### src/rtl/lsu_pkg.sv
// lsu_pkg: shared definitions for the load/store unit.
//   - RV32I funct3 width/sign codes
//   - FSM state enum (split states exist only when MISALIGN_SPLIT_EN is defined)
//   - base_mask(funct3): byte-enable pattern before shifting by the address offset
//   - is_legal(we, funct3): funct3 codes the unit accepts for loads/stores
// Configuration macro: MISALIGN_SPLIT_EN (word-crossing accesses become two memory accesses).
package lsu_pkg;

  localparam logic [2:0] F3_B  = 3'b000;
  localparam logic [2:0] F3_H  = 3'b001;
  localparam logic [2:0] F3_W  = 3'b010;
  localparam logic [2:0] F3_BU = 3'b100;
  localparam logic [2:0] F3_HU = 3'b101;

`ifdef MISALIGN_SPLIT_EN
  localparam bit SPLIT_EN = 1'b1;
`else
  localparam bit SPLIT_EN = 1'b0;
`endif

  typedef enum logic [2:0] {
    S_IDLE    = 3'd0,
    S_LD_WAIT = 3'd1,
    S_LD_CAP  = 3'd2
`ifdef MISALIGN_SPLIT_EN
    ,
    S_LD_CAP2 = 3'd3,
    S_ST2     = 3'd4
`endif
  } lsu_state_e;

  function automatic logic [3:0] base_mask(input logic [2:0] funct3);
    logic [3:0] m;
    case (funct3)
      F3_B, F3_BU: m = 4'b0001;
      F3_H, F3_HU: m = 4'b0011;
      F3_W:        m = 4'b1111;
      default:     m = 4'b0000;
    endcase
    return m;
  endfunction

  // Stores have no unsigned variants, so BU/HU are only legal for loads.
  function automatic logic is_legal(input logic we, input logic [2:0] funct3);
    logic ok;
    case (funct3)
      F3_B, F3_H, F3_W: ok = 1'b1;
      F3_BU, F3_HU:     ok = !we;
      default:          ok = 1'b0;
    endcase
    return ok;
  endfunction

endpackage

### src/rtl/lsu_ctrl_if.sv
// lsu_ctrl_if: all bus signals of the load/store unit, request side and memory side.
//   Request side : i_req, i_we, i_funct3, i_addr, i_wdata -> o_ready, o_ld_valid,
//                  o_ld_data, o_err
//   Memory side  : o_mem_addr, o_mem_wdata, o_mem_mask, o_mem_wren <- i_mem_rdata
// Handshake: a request transfers on a rising edge where i_req && o_ready. While o_ready
// is low the requester holds i_req and its fields stable; the unit ignores i_req then.
// o_ld_valid / o_err are single-cycle pulses with no back-pressure.
// Modports: master = environment (core + memory), slave = the load/store unit.
interface lsu_ctrl_if #(
  parameter int ADDR_W = 11
);
  logic              i_req;
  logic              i_we;
  logic [2:0]        i_funct3;
  logic [31:0]       i_addr;
  logic [31:0]       i_wdata;
  logic              o_ready;
  logic              o_ld_valid;
  logic [31:0]       o_ld_data;
  logic              o_err;
  logic [ADDR_W-1:0] o_mem_addr;
  logic [31:0]       o_mem_wdata;
  logic [3:0]        o_mem_mask;
  logic              o_mem_wren;
  logic [31:0]       i_mem_rdata;

  modport master (
    output i_req, i_we, i_funct3, i_addr, i_wdata, i_mem_rdata,
    input  o_ready, o_ld_valid, o_ld_data, o_err,
           o_mem_addr, o_mem_wdata, o_mem_mask, o_mem_wren
  );

  modport slave (
    input  i_req, i_we, i_funct3, i_addr, i_wdata, i_mem_rdata,
    output o_ready, o_ld_valid, o_ld_data, o_err,
           o_mem_addr, o_mem_wdata, o_mem_mask, o_mem_wren
  );
endinterface

### src/rtl/lsu_load_fmt.sv
// lsu_load_fmt: combinational load-result formatter.
//   i_word0/i_word1 : word at A and at A+4 (i_word1 is zero for non-crossing loads)
//   i_off           : byte offset within the first word
//   i_funct3        : width/sign code
//   o_data          : ({word1,word0} >> 8*off)[31:0], sign- or zero-extended
module lsu_load_fmt
  import lsu_pkg::*;
(
  input  logic [31:0] i_word0,
  input  logic [31:0] i_word1,
  input  logic [1:0]  i_off,
  input  logic [2:0]  i_funct3,
  output logic [31:0] o_data
);
  logic [63:0] win;
  logic        unused_win;

  assign win        = {i_word1, i_word0} >> {i_off, 3'b000};
  assign unused_win = ^win[63:32];

  always_comb begin
    o_data = win[31:0];
    case (i_funct3)
      F3_B:    o_data = {{24{win[7]}}, win[7:0]};
      F3_H:    o_data = {{16{win[15]}}, win[15:0]};
      F3_BU:   o_data = {24'h0, win[7:0]};
      F3_HU:   o_data = {16'h0, win[15:0]};
      default: o_data = win[31:0];
    endcase
  end
endmodule

### src/rtl/lsu_ctrl.sv
// lsu_ctrl: RV32I load/store unit in front of a byte-masked, one-cycle-latency memory.
//   i_clk, i_reset (async, active low)
//   bus (lsu_ctrl_if.slave): request handshake, load result/err pulses, memory port
//   o_dbg_state: current FSM state
// All memory-side outputs are registered. Store data/masks are lane-aligned from the
// byte offset; loads are captured and formatted by lsu_load_fmt.
// Configuration macro: MISALIGN_SPLIT_EN -- when defined, word-crossing accesses are
// issued as two word accesses (A then A+4); otherwise they are rejected with o_err.
module lsu_ctrl
  import lsu_pkg::*;
#(
  parameter int ADDR_W = 11
) (
  input  logic       i_clk,
  input  logic       i_reset,
  lsu_ctrl_if.slave  bus,
  output lsu_state_e o_dbg_state
);

  // Request decode
  logic [1:0]        off;
  logic [ADDR_W-1:0] a_word;
  logic [7:0]        lane8;
  logic [63:0]       st64;
  logic              crossing;
  logic              reject;

  assign off      = bus.i_addr[1:0];
  assign a_word   = {bus.i_addr[ADDR_W-1:2], 2'b00};
  assign lane8    = {4'b0000, base_mask(bus.i_funct3)} << off;
  assign st64     = {32'h0, bus.i_wdata} << {off, 3'b000};
  assign crossing = |lane8[7:4];
  assign reject   = !is_legal(bus.i_we, bus.i_funct3) || (crossing && !SPLIT_EN);

  // State
  lsu_state_e        state_q, state_d;
  logic [ADDR_W-1:0] mem_addr_q, mem_addr_d;
  logic [31:0]       mem_wdata_q, mem_wdata_d;
  logic [3:0]        mem_mask_q, mem_mask_d;
  logic              mem_wren_q, mem_wren_d;
  logic              ld_valid_q, ld_valid_d;
  logic [31:0]       ld_data_q, ld_data_d;
  logic              err_q, err_d;
  logic [1:0]        off_q, off_d;
  logic [2:0]        f3_q, f3_d;
`ifdef MISALIGN_SPLIT_EN
  logic              split_q, split_d;
  logic [ADDR_W-1:0] hi_addr_q, hi_addr_d;
  logic [3:0]        hi_mask_q, hi_mask_d;
  logic [31:0]       hi_wdata_q, hi_wdata_d;
  logic [31:0]       word0_q, word0_d;
`endif

  // Formatter: in S_LD_CAP2 the first word was captured a cycle earlier and the
  // memory is now returning the second one.
  logic [31:0] fmt_w0, fmt_w1, fmt_out;
`ifdef MISALIGN_SPLIT_EN
  assign fmt_w0 = (state_q == S_LD_CAP2) ? word0_q : bus.i_mem_rdata;
  assign fmt_w1 = (state_q == S_LD_CAP2) ? bus.i_mem_rdata : 32'h0;
`else
  assign fmt_w0 = bus.i_mem_rdata;
  assign fmt_w1 = 32'h0;
`endif

  lsu_load_fmt u_fmt (
    .i_word0  (fmt_w0),
    .i_word1  (fmt_w1),
    .i_off    (off_q),
    .i_funct3 (f3_q),
    .o_data   (fmt_out)
  );

  always_comb begin
    state_d     = state_q;
    mem_addr_d  = mem_addr_q;
    mem_wdata_d = mem_wdata_q;
    mem_mask_d  = mem_mask_q;
    mem_wren_d  = 1'b0;
    ld_valid_d  = 1'b0;
    ld_data_d   = ld_data_q;
    err_d       = 1'b0;
    off_d       = off_q;
    f3_d        = f3_q;
`ifdef MISALIGN_SPLIT_EN
    split_d     = split_q;
    hi_addr_d   = hi_addr_q;
    hi_mask_d   = hi_mask_q;
    hi_wdata_d  = hi_wdata_q;
    word0_d     = word0_q;
`endif
    case (state_q)
      S_IDLE: begin
        if (bus.i_req) begin
          if (reject) begin
            err_d = 1'b1;
          end else begin
            mem_addr_d  = a_word;
            mem_mask_d  = lane8[3:0];
            mem_wdata_d = st64[31:0];
            off_d       = off;
            f3_d        = bus.i_funct3;
`ifdef MISALIGN_SPLIT_EN
            split_d     = crossing;
            hi_addr_d   = a_word + ADDR_W'(4);  // wraps at the top of memory
            hi_mask_d   = lane8[7:4];
            hi_wdata_d  = st64[63:32];
`endif
            if (bus.i_we) begin
              mem_wren_d = 1'b1;
`ifdef MISALIGN_SPLIT_EN
              if (crossing) state_d = S_ST2;
`endif
            end else begin
              state_d = S_LD_WAIT;
            end
          end
        end
      end
      S_LD_WAIT: begin
        state_d = S_LD_CAP;
`ifdef MISALIGN_SPLIT_EN
        if (split_q) begin
          mem_addr_d = hi_addr_q;
          mem_mask_d = hi_mask_q;
        end
`endif
      end
      S_LD_CAP: begin
`ifdef MISALIGN_SPLIT_EN
        if (split_q) begin
          word0_d = bus.i_mem_rdata;
          state_d = S_LD_CAP2;
        end else
`endif
        begin
          ld_data_d  = fmt_out;
          ld_valid_d = 1'b1;
          state_d    = S_IDLE;
        end
      end
`ifdef MISALIGN_SPLIT_EN
      S_LD_CAP2: begin
        ld_data_d  = fmt_out;
        ld_valid_d = 1'b1;
        state_d    = S_IDLE;
      end
      S_ST2: begin
        mem_addr_d  = hi_addr_q;
        mem_mask_d  = hi_mask_q;
        mem_wdata_d = hi_wdata_q;
        mem_wren_d  = 1'b1;
        state_d     = S_IDLE;
      end
`endif
      default: state_d = S_IDLE;
    endcase
  end

  always_ff @(posedge i_clk or negedge i_reset) begin
    if (!i_reset) begin
      state_q     <= S_IDLE;
      mem_addr_q  <= '0;
      mem_wdata_q <= '0;
      mem_mask_q  <= '0;
      mem_wren_q  <= 1'b0;
      ld_valid_q  <= 1'b0;
      ld_data_q   <= '0;
      err_q       <= 1'b0;
      off_q       <= '0;
      f3_q        <= '0;
`ifdef MISALIGN_SPLIT_EN
      split_q     <= 1'b0;
      hi_addr_q   <= '0;
      hi_mask_q   <= '0;
      hi_wdata_q  <= '0;
      word0_q     <= '0;
`endif
    end else begin
      state_q     <= state_d;
      mem_addr_q  <= mem_addr_d;
      mem_wdata_q <= mem_wdata_d;
      mem_mask_q  <= mem_mask_d;
      mem_wren_q  <= mem_wren_d;
      ld_valid_q  <= ld_valid_d;
      ld_data_q   <= ld_data_d;
      err_q       <= err_d;
      off_q       <= off_d;
      f3_q        <= f3_d;
`ifdef MISALIGN_SPLIT_EN
      split_q     <= split_d;
      hi_addr_q   <= hi_addr_d;
      hi_mask_q   <= hi_mask_d;
      hi_wdata_q  <= hi_wdata_d;
      word0_q     <= word0_d;
`endif
    end
  end

  assign bus.o_ready     = (state_q == S_IDLE);
  assign bus.o_ld_valid  = ld_valid_q;
  assign bus.o_ld_data   = ld_data_q;
  assign bus.o_err       = err_q;
  assign bus.o_mem_addr  = mem_addr_q;
  assign bus.o_mem_wdata = mem_wdata_q;
  assign bus.o_mem_mask  = mem_mask_q;
  assign bus.o_mem_wren  = mem_wren_q;
  assign o_dbg_state     = state_q;

  // Upper address bits are outside the memory; the second store word only
  // matters when splitting is built in.
  logic unused_bits;
`ifdef MISALIGN_SPLIT_EN
  assign unused_bits = ^bus.i_addr[31:ADDR_W];
`else
  assign unused_bits = ^{bus.i_addr[31:ADDR_W], st64[63:32]};
`endif

endmodule

### src/flat_wrapper.sv
// flat-port wrapper written by rule: the top's interface ports become plain ports
module lsu_ctrl_flat import lsu_pkg::*;
#(
  parameter int ADDR_W = 11
)
  (i_clk, i_reset, o_dbg_state, bus_i_req, bus_i_we, bus_i_funct3, bus_i_addr, bus_i_wdata, bus_i_mem_rdata, bus_o_ready, bus_o_ld_valid, bus_o_ld_data, bus_o_err, bus_o_mem_addr, bus_o_mem_wdata, bus_o_mem_mask, bus_o_mem_wren);
  lsu_ctrl_if #(.ADDR_W(ADDR_W)) bus_i ();
  input  logic i_clk;
  input  logic i_reset;
  output lsu_state_e o_dbg_state;
  input wire logic [$bits(bus_i.i_req)-1:0] bus_i_req;
  input wire logic [$bits(bus_i.i_we)-1:0] bus_i_we;
  input wire logic [$bits(bus_i.i_funct3)-1:0] bus_i_funct3;
  input wire logic [$bits(bus_i.i_addr)-1:0] bus_i_addr;
  input wire logic [$bits(bus_i.i_wdata)-1:0] bus_i_wdata;
  input wire logic [$bits(bus_i.i_mem_rdata)-1:0] bus_i_mem_rdata;
  output wire logic [$bits(bus_i.o_ready)-1:0] bus_o_ready;
  output wire logic [$bits(bus_i.o_ld_valid)-1:0] bus_o_ld_valid;
  output wire logic [$bits(bus_i.o_ld_data)-1:0] bus_o_ld_data;
  output wire logic [$bits(bus_i.o_err)-1:0] bus_o_err;
  output wire logic [$bits(bus_i.o_mem_addr)-1:0] bus_o_mem_addr;
  output wire logic [$bits(bus_i.o_mem_wdata)-1:0] bus_o_mem_wdata;
  output wire logic [$bits(bus_i.o_mem_mask)-1:0] bus_o_mem_mask;
  output wire logic [$bits(bus_i.o_mem_wren)-1:0] bus_o_mem_wren;
  assign bus_i.i_req = bus_i_req;
  assign bus_i.i_we = bus_i_we;
  assign bus_i.i_funct3 = bus_i_funct3;
  assign bus_i.i_addr = bus_i_addr;
  assign bus_i.i_wdata = bus_i_wdata;
  assign bus_i.i_mem_rdata = bus_i_mem_rdata;
  assign bus_o_ready = bus_i.o_ready;
  assign bus_o_ld_valid = bus_i.o_ld_valid;
  assign bus_o_ld_data = bus_i.o_ld_data;
  assign bus_o_err = bus_i.o_err;
  assign bus_o_mem_addr = bus_i.o_mem_addr;
  assign bus_o_mem_wdata = bus_i.o_mem_wdata;
  assign bus_o_mem_mask = bus_i.o_mem_mask;
  assign bus_o_mem_wren = bus_i.o_mem_wren;
  lsu_ctrl #(.ADDR_W(ADDR_W)) u_core (.i_clk(i_clk), .i_reset(i_reset), .bus(bus_i), .o_dbg_state(o_dbg_state));
endmodule
### config.mk
export PLATFORM = sky130hd
export DESIGN_NAME = lsu_ctrl_flat
export DESIGN_NICKNAME = d
export VERILOG_FILES = /design/src/rtl/lsu_pkg.sv /design/src/rtl/lsu_ctrl_if.sv /design/src/rtl/lsu_load_fmt.sv /design/src/rtl/lsu_ctrl.sv /design/src/flat_wrapper.sv
export SDC_FILE = /design/constraint.sdc
export NUM_CORES = 1
export LEC_CHECK = 0
export ABC_AREA = 1
export CAP_MARGIN = 20
export CORE_AREA = 3 3 126 128
export CTS_BUF_LIST = sky130_fd_sc_hd__clkbuf_4 sky130_fd_sc_hd__clkbuf_8
export CTS_CLUSTER_DIAMETER = 200
export DETAILED_ROUTE_END_ITERATION = 8
export DIE_AREA = 0 0 129 131
export PLACE_DENSITY_LB_ADDON = 0.25
export SLEW_MARGIN = 10
export SYNTH_ARGS = -nofsm -noshare
export SYNTH_HDL_FRONTEND = slang
export SYNTH_SLANG_ARGS = --single-unit
### constraint.sdc
create_clock -name i_clk -period 1.8 [get_ports i_clk]
set_input_delay 0.36 -clock i_clk [delete_from_list [all_inputs] [get_ports i_clk]]
set_output_delay 0.36 -clock i_clk [all_outputs]
set_load 0.05 [all_outputs]
=== Yosys cells after proc, flatten, opt, wreduce, memory -nomap -nowiden ===
Cells that the tools add are included.

* Reductions and logical operators: 13
* Equal/unequal tests: 12
* Bitwise operators: 1
* Muxes and demuxes: 15
* Shift operators: 3

{| class="wikitable"
|+ Operators with widths
! cell !! count
|-
| $pmux 32 s4 || 1
|-
| $shl 32x5->32 || 1
|-
| $shr 32x5->32 || 1
|-
| $eq 3x3->1 const B || 4
|-
| $pmux 4 s3 || 1
|-
| $eq 3x1->1 const B || 3
|-
| $logic_not 3->1 || 3
|-
| $mux 3 || 3
|-
| $mux 1 || 8
|-
| $shl 4x2->8 || 1
|-
| $eq 3x2->1 const B || 2
|-
| $ne 2x2->1 const B || 3
|-
| $pmux 3 s2 || 1
|-
| $reduce_and 3->1 || 2
|-
| $reduce_or 2->1 || 3
|-
| $reduce_or 4->1 || 1
|-
| $reduce_or 3->1 || 1
|-
| $logic_not 1->1 || 2
|-
| $pmux 1 s2 || 1
|-
| $logic_or 1x1->1 || 1
|-
| $not 1->1 || 1
|}

* Flip-flop bits (word level): 88
* Logic and storage cells: 54
* Input bits: 103
* Output and inout bits: 86

=== Logic depth before layout (Yosys ltp) ===
* Depth in word-level cells: 9
* Mapped depth: 10
* Mapped depth without buffers: 8

=== Hierarchy ===
A second synthesis with hierarchy kept.

* Cell total of the unflattened synthesis: 801
* Area total of the unflattened synthesis: 5540.3 um^2

{| class="wikitable"
|+ By module, submodules not included
! module !! instances !! area each (um^2) !! cells each !! seq. area each (um^2)
|-
| lsu_ctrl || 1 || 4355.4 || 568 || 2177.1
|-
| lsu_load_fmt || 1 || 1184.9 || 233 || 0.0
|}

=== Least setup slack after synthesis ===
No wires, ideal clock.

* Path kind: register to register
* From: register u_core.state_q[0] (netlist: u_core.o_dbg_state[0])
* To: register u_core.ld_data_q[29] (netlist: u_core.bus.o_ld_data[29])
* Cell stages (with the launch flop): 8
* Library setup time: 113 ps
* Clock period less this slack: 1618 ps
* Arrival time: 1505 ps
* Path buffers: 1
* Setup slack: 182 ps
* Required time: 1687 ps
* Path through: dfrtp_1 inv_2 nand2_1 inv_1 clkbuf_1 or2_2 nand2_1 inv_1

* Longest elaborated chain between the ends: 1

{| class="wikitable"
|+ Ends and longest elaborated chain
! item !! line !! text
|-
| start: declaration || lsu_ctrl.sv:36 || <nowiki>lsu_state_e state_q, state_d;</nowiki>
|-
| start signal: assignment || lsu_ctrl.sv:179 || <nowiki>state_q <= state_d;</nowiki>
|-
| $eq 3x2->1 || lsu_ctrl.sv:91 || <nowiki>case (state_q)</nowiki>
|-
| end signal: assignment || lsu_ctrl.sv:185 || <nowiki>ld_data_q <= ld_data_d;</nowiki>
|-
| end: declaration || lsu_ctrl.sv:42 || <nowiki>logic [31:0] ld_data_q, ld_data_d;</nowiki>
|}

No other way between the ends.
A chain may end at the register's enable or synchronous reset.

=== Final worst setup path ===
* From: register u_core.state_q[0] (netlist: u_core.o_dbg_state[0])
* To: output port bus_o_ready

* Longest elaborated chain between the ends: 1

{| class="wikitable"
|+ Ends and longest elaborated chain
! item !! line !! text
|-
| $logic_not 3->1 || lsu_ctrl.sv:199 || <nowiki>assign bus.o_ready = (state_q == S_IDLE);</nowiki>
|-
| end: declaration || flat_wrapper.sv:17 || <nowiki>output wire logic [$bits(bus_i.o_ready)-1:0] bus_o_ready;</nowiki>
|}

No other way between the ends.

==> flow_summary.json <==
{
  "status": "completed",
  "intPower_mw": 4.49,
  "wl_per_cell_microns": 14.0,
  "swShare": 0.460,
  "syn_inst": 740,
  "async_flop_share": 1.00,
  "grt_antenna_before_repair": 1,
  "start_util": 0.344,
  "synth_top_area_share": 0.423,
  "hold_class": "primary input to async pin",
  "post-cts-setup-buffers": 0,
  "clockBufferDepth": 2,
  "cellLeakagePower_nw": 3.94,
  "power_density_mw_per_mm2": 1150,
  "critical_path_class": "flop to output port",
  "synth_area_leaders": "dfrtp_1 (42%), nand2_1 (22%), nand3_1 (8.4%), nand4_1 (5.7%), inv_1 (4.8%)",
  "top_level_ports": 189,
  "cts_resized": 0,
  "pwr-share-clk": 0.174,
  "multi_input_area_sq_mm": 0.00241,
  "first_global_vias": 4908,
  "hpwl_mm": 11.6,
  "wl_mm": 15.5,
  "via_per_inst": 4.67,
  "layout_common_cells": "nand2_1 (299), buf_4 (118), dfrtp_1 (87)",
  "die_w_microns": 129,
  "drv_cap": 0,
  "diodes": 0,
  "cts_tree": "done",
  "critPathMaxFanout": 3,
  "root_buffer": "clkbuf_8",
  "synth_area_sq_mm": 0.00515,
  "yosysWarnings": 0,
  "clk_pin_slew_ns": 0.10,
  "setup_viol": 0,
  "timing.final.crit_share": 0.898,
  "synthMuxAreaShare": 0,
  "report.final.slew_viol_count": 0,
  "port_buffers": 164,
  "layout_min_cycle_time_ns": 1.62,
  "drt_iter0_markers": 275,
  "synthDistinctLibCells": 27,
  "synth-edff-count": 0,
  "switchingPower_mw": 3.82,
  "die_y_microns": 131,
  "hold_viol": 0,
  "worst-endpoint-arrival_ns": 1.26,
  "area_growth_syn_to_layout_pct": 41.0,
  "r2r_slack_ns": 0.33,
  "layout_commonest_cell": "nand2_1",
  "die-area_sq_mm": 0.0169,
  "fillers": 1541,
  "cts.sinks": 87,
  "grt_max_degree": 41,
  "fin_skew_ns": 0.0107,
  "fin_tns_setup_ns": 0,
  "p_comb_frac": 0.501,
  "seq_power_share": 0.325,
  "via_count": 5160,
  "hold_slack_ns": 0.434,
  "core.rowCount": 45,
  "cts_made_buffers": 9,
  "gp_congestion": 0.896,
  "ys_seq_elements": 87,
  "critPathLaunchType": "flop",
  "clk_latency_ns": 0.38,
  "grt_remaining_overflow": 0,
  "nets": 1015,
  "finalInstanceArea_sq_mm": 0.00725,
  "critPathRequiredTime_ns": 1.44,
  "synth_top_area_cell": "dfrtp_1",
  "synth_flop_cell": "dfrtp_1",
  "fmax_mhz": 619,
  "synth_compound_area_frac": 0.0260,
  "ant_nets": 0,
  "rsz0062_at_grt": "false",
  "synth-simple-area-share": 0.439,
  "synth_seq_area_share": 0.423,
  "synth-adder-area-share": 0,
  "hold_buffers": 1,
  "crit_path_end_kind": "output port",
  "grt_pass1_wl_mm": 24.9,
  "place_area_sq_mm": 0.00704,
  "drive_above_1_share": 0.202,
  "grt.total_usage": 0.187,
  "drc": 0,
  "syn_avg_cell_area_sq_um": 6.95,
  "h-tree-depth": 3,
  "synth_top_family_by_area": "simple AND/OR/NAND/NOR gates",
  "synth_xor_area_frac": 0,
  "drt-pass1-iter-count": 4,
  "peakVddDrop_mv": 0.586,
  "regArea_sq_mm": 0.00218,
  "core_area_sq_mm": 0.0150
}
[state kept, by name, summed over array words and instances, names as in the netlist, 2 cells and up]
signal and cells:
u_core.bus.o_ld_data 32, u_core.bus.o_mem_addr 9, u_core.f3_q 3, u_core.o_dbg_state 2, u_core.bus.o_mem_mask 4, u_core.bus.o_mem_wdata 32, u_core.off_q 2
[path summary, 6_finish.rpt]
kind | start | endpoint | cells past startpoint
max | u_core.o_dbg_state[0] | bus_o_ready | 4
min | i_reset | u_core.bus.o_ld_data[1] | 2
max reg2reg | u_core.off_q[0] | u_core.bus.o_ld_data[31] | 8
min reg2reg | u_core.bus.o_mem_addr[3] | u_core.bus.o_mem_addr[3] | 2
max in group asynchronous | i_reset | u_core.bus.o_mem_wdata[0] | 3
min in group i_clk | u_core.bus.o_mem_addr[3] | u_core.bus.o_mem_addr[3] | 2
[per-stage QoR]
step                      worst slack [ns]  total power [mW]  instances  utilization
final                                0.184              8.31       1105        0.484
after global routing                0.0955              8.85       1105        0.484
after floorplan                      0.182              5.48        742            -
after global placement              -0.123              6.91       1088        0.470
after detailed placement            -0.137              6.95       1088        0.470
after CTS                            0.120              8.44       1105        0.484
[metal layers]
metal / share of wire / vias up / wire length [microns] / track usage
met5: 0.00084 / - / 13 / 0
met4: 0.011 / 2 / 174 / 0.0494
met3: 0.082 / 12 / 1260 / 0.0646
met2: 0.46 / 128 / 7170 / 0.300
met1: 0.44 / 2340 / 6830 / 0.242
li1: - / 2678 / - / -
[power by group through the flow]
| stage | clock, mW | sequential [mW] | combinational, mW |
|---|---|---|---|
| floorplan | 0 | 4.27 | 1.20 |
| global placement | 0 | 2.74 | 4.18 |
| detailed placement | 0 | 2.75 | 4.20 |
| CTS | 1.52 | 2.71 | 4.21 |
| global route | 1.60 | 2.77 | 4.49 |
| finish | 1.44 | 2.70 | 4.17 |
[layout make-up]
cell class,instances,share of cell area
multi-input cells,530,0.332
repair buffers,212,0.270
flip-flops and latches,87,0.300
clock inverters,5,0.00793
well taps,188,0.0324
clock buffers,11,0.0200
inverters,72,0.0376
[critical path: stages, from the launching register on]
cell	delay, ns
dfrtp_1	0.40
inv_2	0.07
nand2_1	0.14
inv_1	0.13
buf_12	0.14
[cells by family after synthesis]
family,after synthesis
simple gates,507
buf+inv,125
flops,87
compound gates,20
other cells,1
[cell usage after synthesis (2+ instances only)]
cell type,count
nand2_1,299
dfrtp_1,87
nand3_1,86
inv_1,66
nand4_1,47
nor2_1,33
or2_2,23
clkbuf_1,21
buf_2,14
a21oi_1,10
buf_4,10
nor3_1,10
o211ai_1,7
buf_6,6
inv_2,4
nand3_2,3
buf_1,2
nand3_4,2
nor2_2,2
No activity file was read; power rests on OpenSTA's default activity.
